File: src/rtl/ctrl_seq_ldst_if.sv
// Control bundle between the fetch/decode/execute sequencer and the ARM-subset
// datapath: strobes and selects outward, IR/condition/MOC inward.
interface ctrl_seq_ldst_if #(
  parameter int IR_W = 32
);
  logic            MOC;
  logic [IR_W-1:0] ir;
  logic            cond_pass;
  logic            RFLd;
  logic            IRLd;
  logic            MARLd;
  logic            MDRLd;
  logic            RW;
  logic            MOV;
  logic            typeData;
  logic            FRLd;
  logic [1:0]      ma_sel;
  logic            mc_sel;
  logic            fault;
  logic [1:0]      fault_code;
  logic [3:0]      state;

  modport master (
    input  MOC, ir, cond_pass,
    output RFLd, IRLd, MARLd, MDRLd, RW, MOV, typeData, FRLd,
           ma_sel, mc_sel, fault, fault_code, state
  );

  modport slave (
    output MOC, ir, cond_pass,
    input  RFLd, IRLd, MARLd, MDRLd, RW, MOV, typeData, FRLd,
           ma_sel, mc_sel, fault, fault_code, state
  );
endinterface

File: src/rtl/ctrl_seq_ldst.sv
// Moore sequencer for fetch/decode/execute with MOC timeout, bounded retry,
// condition-fail skip and illegal-opcode / bus-error fault reporting.
module ctrl_seq_ldst #(
  parameter int IR_W    = 32,
  parameter int TO_W    = 4,
  parameter int TIMEOUT = 15,
  parameter int RETRIES = 1
) (
  input logic             CLK,
  input logic             CLR,
  ctrl_seq_ldst_if.master bus
);
  typedef enum logic [3:0] {
    S_RESET    = 4'd0,
    S_FETCH_A  = 4'd1,
    S_FETCH_R  = 4'd2,
    S_FETCH_IR = 4'd3,
    S_DECODE   = 4'd4,
    S_EXEC_DP  = 4'd5,
    S_LS_ADDR  = 4'd6,
    S_LD_RD    = 4'd7,
    S_LD_WB    = 4'd8,
    S_ST_DATA  = 4'd9,
    S_ST_WR    = 4'd10,
    S_BRANCH   = 4'd11,
    S_ILLEGAL  = 4'd12,
    S_BUS_ERR  = 4'd13
  } state_t;

  localparam int                 LP_RT_W    = (RETRIES < 1) ? 1 : $clog2(RETRIES + 1);
  localparam logic [LP_RT_W-1:0] LP_RT_MAX  = LP_RT_W'(RETRIES);
  localparam logic [TO_W-1:0]    LP_TO_LAST = (TIMEOUT == 0) ? '0 : TO_W'(TIMEOUT - 1);
  // Decode bit positions relative to the IR top: opcode class [27:25], B [22], L/S [20]
  localparam int LP_OPC = IR_W - 5;
  localparam int LP_B   = IR_W - 10;
  localparam int LP_S   = IR_W - 12;

  state_t               r_state;
  logic [TO_W-1:0]      r_wait;
  logic [LP_RT_W-1:0]   r_retry;
  logic [1:0]           r_fault_code;
  logic                 r_rfld;
  logic                 r_irld;
  logic                 r_marld;
  logic                 r_ma_alu;
  logic                 r_mov;
  logic                 r_rd;
  logic                 r_mdr_st;
  logic                 r_ls;
  logic                 r_dp;
  logic                 r_mc_pc;
  logic                 r_fault;

  state_t               w_nxt;
  logic                 w_wait_st;
  logic                 w_timeout;
  logic                 w_retry;

  assign w_wait_st = (r_state == S_FETCH_R) || (r_state == S_LD_RD) || (r_state == S_ST_WR);
  assign w_timeout = (TIMEOUT != 0) && w_wait_st && !bus.MOC && (r_wait == LP_TO_LAST);
  assign w_retry   = w_timeout && (r_retry < LP_RT_MAX);

  always_comb begin
    w_nxt = r_state;
    case (r_state)
      S_RESET:    w_nxt = S_FETCH_A;
      S_FETCH_A:  w_nxt = S_FETCH_R;
      S_FETCH_R: begin
        if (bus.MOC)        w_nxt = S_FETCH_IR;
        else if (w_timeout) w_nxt = w_retry ? S_FETCH_A : S_BUS_ERR;
      end
      S_FETCH_IR: w_nxt = S_DECODE;
      S_DECODE: begin
        if (!bus.cond_pass)                        w_nxt = S_FETCH_A;
        else if (bus.ir[LP_OPC -: 2] == 2'b00)     w_nxt = S_EXEC_DP;
        else if (bus.ir[LP_OPC -: 2] == 2'b01)     w_nxt = S_LS_ADDR;
        else if (bus.ir[LP_OPC -: 3] == 3'b101)    w_nxt = S_BRANCH;
        else                                       w_nxt = S_ILLEGAL;
      end
      S_EXEC_DP:  w_nxt = S_FETCH_A;
      S_LS_ADDR:  w_nxt = bus.ir[LP_S] ? S_LD_RD : S_ST_DATA;
      S_LD_RD: begin
        if (bus.MOC)        w_nxt = S_LD_WB;
        else if (w_timeout) w_nxt = w_retry ? S_LS_ADDR : S_BUS_ERR;
      end
      S_LD_WB:    w_nxt = S_FETCH_A;
      S_ST_DATA:  w_nxt = S_ST_WR;
      S_ST_WR: begin
        if (bus.MOC)        w_nxt = S_FETCH_A;
        else if (w_timeout) w_nxt = w_retry ? S_LS_ADDR : S_BUS_ERR;
      end
      S_BRANCH:   w_nxt = S_FETCH_A;
      S_ILLEGAL:  w_nxt = S_FETCH_A;
      S_BUS_ERR:  w_nxt = S_FETCH_A;
      default:    w_nxt = S_RESET;
    endcase
  end

  // Strobes are registered from the next state so they line up with r_state
  always_ff @(posedge CLK) begin
    if (CLR) begin
      r_state      <= S_RESET;
      r_wait       <= '0;
      r_retry      <= '0;
      r_fault_code <= 2'd0;
      r_rfld       <= 1'b0;
      r_irld       <= 1'b0;
      r_marld      <= 1'b0;
      r_ma_alu     <= 1'b0;
      r_mov        <= 1'b0;
      r_rd         <= 1'b0;
      r_mdr_st     <= 1'b0;
      r_ls         <= 1'b0;
      r_dp         <= 1'b0;
      r_mc_pc      <= 1'b0;
      r_fault      <= 1'b0;
    end else begin
      r_state <= w_nxt;

      if (w_wait_st && (w_nxt == r_state)) r_wait <= r_wait + 1'b1;
      else                                 r_wait <= '0;

      if (w_retry)                                               r_retry <= r_retry + 1'b1;
      else if ((w_wait_st && bus.MOC) || (w_nxt == S_FETCH_A))   r_retry <= '0;

      if (w_nxt == S_ILLEGAL)      r_fault_code <= 2'd2;
      else if (w_nxt == S_BUS_ERR) r_fault_code <= 2'd1;

      r_rfld   <= (w_nxt inside {S_FETCH_IR, S_EXEC_DP, S_LD_WB, S_BRANCH});
      r_irld   <= (w_nxt == S_FETCH_IR);
      r_marld  <= (w_nxt inside {S_FETCH_A, S_LS_ADDR});
      r_ma_alu <= (w_nxt == S_LS_ADDR);
      r_mov    <= (w_nxt inside {S_FETCH_R, S_LD_RD, S_ST_WR});
      r_rd     <= (w_nxt inside {S_FETCH_R, S_LD_RD});
      r_mdr_st <= (w_nxt == S_ST_DATA);
      r_ls     <= (w_nxt inside {S_LS_ADDR, S_LD_RD, S_LD_WB, S_ST_DATA, S_ST_WR});
      r_dp     <= (w_nxt == S_EXEC_DP);
      r_mc_pc  <= (w_nxt inside {S_FETCH_IR, S_BRANCH});
      r_fault  <= (w_nxt inside {S_ILLEGAL, S_BUS_ERR});
    end
  end

  assign bus.RFLd       = r_rfld;
  assign bus.IRLd       = r_irld;
  assign bus.MARLd      = r_marld;
  assign bus.MDRLd      = r_mdr_st | (r_rd & bus.MOC);
  assign bus.RW         = r_rd;
  assign bus.MOV        = r_mov;
  assign bus.typeData   = r_ls & bus.ir[LP_B];
  assign bus.FRLd       = r_dp & bus.ir[LP_S];
  assign bus.ma_sel     = {1'b0, r_ma_alu};
  assign bus.mc_sel     = r_mc_pc;
  assign bus.fault      = r_fault;
  assign bus.fault_code = r_fault_code;
  assign bus.state      = r_state;
endmodule

File: src/flat_wrapper.sv
// flat-port wrapper written by rule: the top's interface ports become plain ports
module ctrl_seq_ldst_flat 
#(
  parameter int IR_W    = 32,
  parameter int TO_W    = 4,
  parameter int TIMEOUT = 15,
  parameter int RETRIES = 1
)
  (CLK, CLR, bus_MOC, bus_ir, bus_cond_pass, bus_RFLd, bus_IRLd, bus_MARLd, bus_MDRLd, bus_RW, bus_MOV, bus_typeData, bus_FRLd, bus_ma_sel, bus_mc_sel, bus_fault, bus_fault_code, bus_state);
  ctrl_seq_ldst_if #(.IR_W(IR_W)) bus_i ();
  input logic CLK;
  input logic CLR;
  input wire logic [$bits(bus_i.MOC)-1:0] bus_MOC;
  input wire logic [$bits(bus_i.ir)-1:0] bus_ir;
  input wire logic [$bits(bus_i.cond_pass)-1:0] bus_cond_pass;
  output wire logic [$bits(bus_i.RFLd)-1:0] bus_RFLd;
  output wire logic [$bits(bus_i.IRLd)-1:0] bus_IRLd;
  output wire logic [$bits(bus_i.MARLd)-1:0] bus_MARLd;
  output wire logic [$bits(bus_i.MDRLd)-1:0] bus_MDRLd;
  output wire logic [$bits(bus_i.RW)-1:0] bus_RW;
  output wire logic [$bits(bus_i.MOV)-1:0] bus_MOV;
  output wire logic [$bits(bus_i.typeData)-1:0] bus_typeData;
  output wire logic [$bits(bus_i.FRLd)-1:0] bus_FRLd;
  output wire logic [$bits(bus_i.ma_sel)-1:0] bus_ma_sel;
  output wire logic [$bits(bus_i.mc_sel)-1:0] bus_mc_sel;
  output wire logic [$bits(bus_i.fault)-1:0] bus_fault;
  output wire logic [$bits(bus_i.fault_code)-1:0] bus_fault_code;
  output wire logic [$bits(bus_i.state)-1:0] bus_state;
  assign bus_i.MOC = bus_MOC;
  assign bus_i.ir = bus_ir;
  assign bus_i.cond_pass = bus_cond_pass;
  assign bus_RFLd = bus_i.RFLd;
  assign bus_IRLd = bus_i.IRLd;
  assign bus_MARLd = bus_i.MARLd;
  assign bus_MDRLd = bus_i.MDRLd;
  assign bus_RW = bus_i.RW;
  assign bus_MOV = bus_i.MOV;
  assign bus_typeData = bus_i.typeData;
  assign bus_FRLd = bus_i.FRLd;
  assign bus_ma_sel = bus_i.ma_sel;
  assign bus_mc_sel = bus_i.mc_sel;
  assign bus_fault = bus_i.fault;
  assign bus_fault_code = bus_i.fault_code;
  assign bus_state = bus_i.state;
  ctrl_seq_ldst #(.IR_W(IR_W), .TO_W(TO_W), .TIMEOUT(TIMEOUT), .RETRIES(RETRIES)) u_core (.CLK(CLK), .CLR(CLR), .bus(bus_i));
endmodule
File: config.mk
export PLATFORM = sky130hd
export DESIGN_NAME = ctrl_seq_ldst_flat
export DESIGN_NICKNAME = d
export VERILOG_FILES = /design/src/rtl/ctrl_seq_ldst_if.sv /design/src/rtl/ctrl_seq_ldst.sv /design/src/flat_wrapper.sv
export SDC_FILE = /design/constraint.sdc
export NUM_CORES = 1
export LEC_CHECK = 0
export CORE_MARGIN = 3
export CORE_UTILIZATION = 43
export CTS_CLUSTER_SIZE = 28
export DETAILED_ROUTE_END_ITERATION = 10
export PLACE_DENSITY = 0.85
export SLEW_MARGIN = 20
export SYNTH_ARGS = -nofsm -noshare
export SYNTH_HDL_FRONTEND = slang
export SYNTH_SLANG_ARGS = --single-unit
File: constraint.sdc
create_clock -name CLK -period 2 [get_ports CLK]
set_input_delay 0.4 -clock CLK [delete_from_list [all_inputs] [get_ports CLK]]
set_output_delay 0.4 -clock CLK [all_outputs]
set_load 0.005 [all_outputs]
==> flow_summary_export.csv <==
group,metric,value,unit
run_status,outcome,"complete, no violations",
yosys,synth_flop_cell,"dfxtp_1",
sta,worst_hold_slack,0.521,ns
drt,via_per_inst,5.86,
yosys,syn_area,0.00134,mm²
place,place.gp.congestion,0.894,
drt,wl_per_cell,16.2,µm
grt,grt_antenna_before_repair,0,
setup_path,r2r_slack,0.09,ns
yosys,ys_types,59,
die,ioPinCount,54,
yosys,ys.warnings.count,0,
clock_network,insertion_delay,0.31,ns
clock_network,ctsHoldBuffers,0,
sta,hold_viol_final,0,
worst_hold_path,holdPathStages,2,
yosys,synthTopCellsByCount,"dfxtp_1 (22), nor2_1 (9), nand2_1 (6), nand2b_1 (6), nand3b_1 (6)",
clock_network,clock-sinks,22,
yosys,synth_fp_nets,181,
yosys,synth_area_leaders,"dfxtp_1 (33%), buf_6 (4.2%), nand3b_1 (3.4%), nand2b_1 (2.8%), nor2_1 (2.5%)",
clock_network,tritoncts,"built",
sta,fin_crit_sh,0.965,
clock_network,cts_buffers,3,
setup_path,reg2reg_depth,8,
die,die_h,61.8,µm
yosys,async_reset_ff_frac,0,
drt,wirelength,3590,µm
grt,grt_use_met1,0.263,
sta,tns,0,ns
drt,drt.antenna.violating_nets,0,
yosys,seq_area_frac_synth,0.329,
drt,drt-pass1-iter-count,4,
sta,period_needed,1.93,ns
yosys,synth_top_cell_by_area,"dfxtp_1",
die,core.rowCount,19,
grt,grt_pass1_vias,1255,
grt,use_met2,0.344,
power,p_leak,0.000743,µW
setup_path,crit_path_end_kind,"flop",
setup_path,r2r_end,"u_core.bus.RW$_SDFF_PP0_",
grt,grt_start_max_net_pins,14,
die,dieArea,0.00382,mm²
power,total_power,1840,µW
yosys,syn_avg_cell_area,9.37,µm²
setup_path,worst_setup_path_start_kind,"input pin",
run,maxCapViolCount,0,
sta,setup_slack,0.0693,ns
grt,grt_usage,0.202,
drt,num_vias,1302,
grt,gr-usage-met3,0.0310,
power,power_density,969,mW/mm²
grt,grt-busiest-layer,"met2",
yosys,synth_top_cell_area_share,0.329,
die,start_util,0.470,
grt,grt_first_pass_wirelength,5750,µm
sta,drv_slew,0,
final_layout,fin_nets,230,
die,core,0.00285,mm²
drt,drc,0,
power,vdd.ir_drop.worst,0.764,mV
place,hpwl,2690,µm
drt,drt_iter0_drc,58,
setup_path,critPathMaxFanout,5,
worst_hold_path,min_from,"u_core.r_wait[0]$_SDFF_PP0_",
setup_path,reg2reg_from,"u_core.r_wait[0]$_SDFF_PP0_",
final_layout,synthToLayoutAreaGrowth,41.7,%
worst_hold_path,hold_class,"reg2reg",
sta,max_freq,0.518,GHz
setup_path,crit_type,"in2reg",
place,place_area,0.00177,mm²
clock_network,cts_root_buf,"clkbuf_4",
sta,finClkSkew,0.00750,ns
worst_hold_path,hold_end,"u_core.r_wait[0]$_SDFF_PP0_",
clock_network,path_clk_slew,0.12,ns
clock_network,cts-htree-levels,1,
die,die_x,61.8,µm
final_layout,fill_cells,225,
yosys,synth_edf_count,0,
grt,grt_overflow_total,0,
setup_path,worstPathArrival,2.16,ns
yosys,ys_ff_latch,22,
clock_network,cts_buffer_depth,2,
place,dp_slack,-0.365,ns
final_layout,drive_gt1_frac,0.330,
final_layout,postLayoutCellArea,0.00190,mm²
setup_path,worstPathRequired,2.23,ns
final_layout,antenna_cells,0,
place,port_buffers,25,
sta,rsz0062_at_grt,"yes",
sta,setup_viol,0,
yosys,yosysMostFrequentCell,"dfxtp_1",
yosys,syn_inst,143,
==> registers in the layout, summed over array words and instances, names as in the netlist <==
| register | count |
|---|---|
| u_core.bus.MOV | 1 |
| u_core.bus.mc_sel | 1 |
| u_core.bus.RFLd | 1 |
| u_core.r_wait | 4 |
| u_core.r_ma_alu | 1 |
| u_core.bus.RW | 1 |
| u_core.r_retry | 1 |
| u_core.r_ls | 1 |
| u_core.r_dp | 1 |
| u_core.bus.fault_code | 2 |
| u_core.bus.state | 4 |
| u_core.bus.fault | 1 |
| u_core.bus.IRLd | 1 |
| u_core.r_mdr_st | 1 |
| u_core.bus.MARLd | 1 |
==> critical path: stages <==
cell and delay, ns:
clkdlybuf4s50_1 0.51, nand3b_1 0.16, a2111o_1 0.54, and2_2 0.28, a311oi_2 0.26
==> worst max-delay path by stage <==
stage                                              start                                     to  slack [ns]  cells past startpoint
final                                         bus_ir[27]  u_core.bus.fault_code[0]$_SDFFE_PP0N_        0.07                      5
after global routing         u_core.r_wait[0]$_SDFF_PP0_               u_core.bus.RW$_SDFF_PP0_       -0.01                      8
after CTS                 u_core.bus.state[0]$_SDFF_PP0_  u_core.bus.fault_code[0]$_SDFFE_PP0N_       0.006                      6
after detailed placement                         bus_MOC                 u_core.r_dp$_SDFF_PP0_       -0.37                      7
after global placement                           bus_MOC               u_core.bus.RW$_SDFF_PP0_       -0.36                      8
after floorplan              u_core.r_wait[0]$_SDFF_PP0_               u_core.bus.RW$_SDFF_PP0_        0.16                      8
==> stage by stage <==
step / cells / util
6_report: 222 / 0.666
5_1_grt: 222 / 0.666
4_1_cts: 220 / 0.646
3_5_place_dp: 216 / 0.621
3_3_place_gp: 216 / 0.621
2_1_floorplan: 143 / -
==> placed cells by master, fill, tap and decap left out, drive strengths merged, types with 2 or more instances in the layout <==
| master | synthesis | layout |
|---|---|---|
| nand4b | 2 | 2 |
| a211oi | 3 | 3 |
| nand3b | 6 | 6 |
| nor2 | 11 | 11 |
| buf | 11 | 31 |
| or3 | 2 | 2 |
| nand3 | 6 | 6 |
| nor2b | 3 | 3 |
| ha | 2 | 2 |
| mux2i | 2 | 2 |
| nor4 | 6 | 6 |
| clkdlybuf4s50 | 0 | 23 |
| nor3 | 6 | 6 |
| dfxtp | 22 | 22 |
| o21ai | 3 | 3 |
| clkbuf | 1 | 3 |
| xnor2 | 3 | 3 |
| inv | 4 | 4 |
| a21oi | 4 | 4 |
| nand2b | 7 | 7 |
| and4b | 2 | 2 |
| nor4b | 2 | 2 |
| and2 | 3 | 3 |
| and3 | 2 | 2 |
| nand2 | 6 | 6 |
| a2111o | 2 | 2 |
| a21o | 2 | 2 |
==> per-layer routing <==
metal / wire length, µm / vias up
li1: - / 620
met1: 1550 / 635
met2: 1810 / 41
met3: 171 / 6
met4: 54 / 0
met5: 0 / -
==> report_power, final <==
part | internal, µW | switching, µW
logic | 499 | 437
registers | 510 | 52.1
clock network | 203 | 140
==> timing repair <==
action                                  in CTS  in global routing
gates resized for setup                      8                 12
pin swaps                                    2                  5
endpoints found under the setup margin       9                 14
buffers inserted                             0                  2
==> final cells by class <==
cell class / count / area [µm²] / area share
Clock buffer: 3 / 22.5 / 0.0119
Clock inverter: 1 / 30.0 / 0.0158
Inverter: 4 / 15.0 / 0.00791
Multi-Input combinational cell: 105 / 830 / 0.437
Sequential cell: 22 / 454 / 0.239
Tap cell: 31 / 38.8 / 0.0204
Timing Repair Buffer: 56 / 509 / 0.268
==> cells by family (layout without fill, tap and decap cells) <==
kind of cell | Yosys count | after routing | share of synthesized area
AOI/OAI and AO/OA | 29 | 29 | 0.189
and+or+nand+nor | 67 | 67 | 0.334
buffers and inverters | 16 | 64 | 0.0859
muxes | 2 | 2 | 0.0149
adders and majority gates | 2 | 2 | 0.0187
DFF | 22 | 22 | 0.329
other | 1 | 1 | 0.00280
xor gates and xnor gates | 4 | 4 | 0.0261
(Power assumes the default switching activity.)
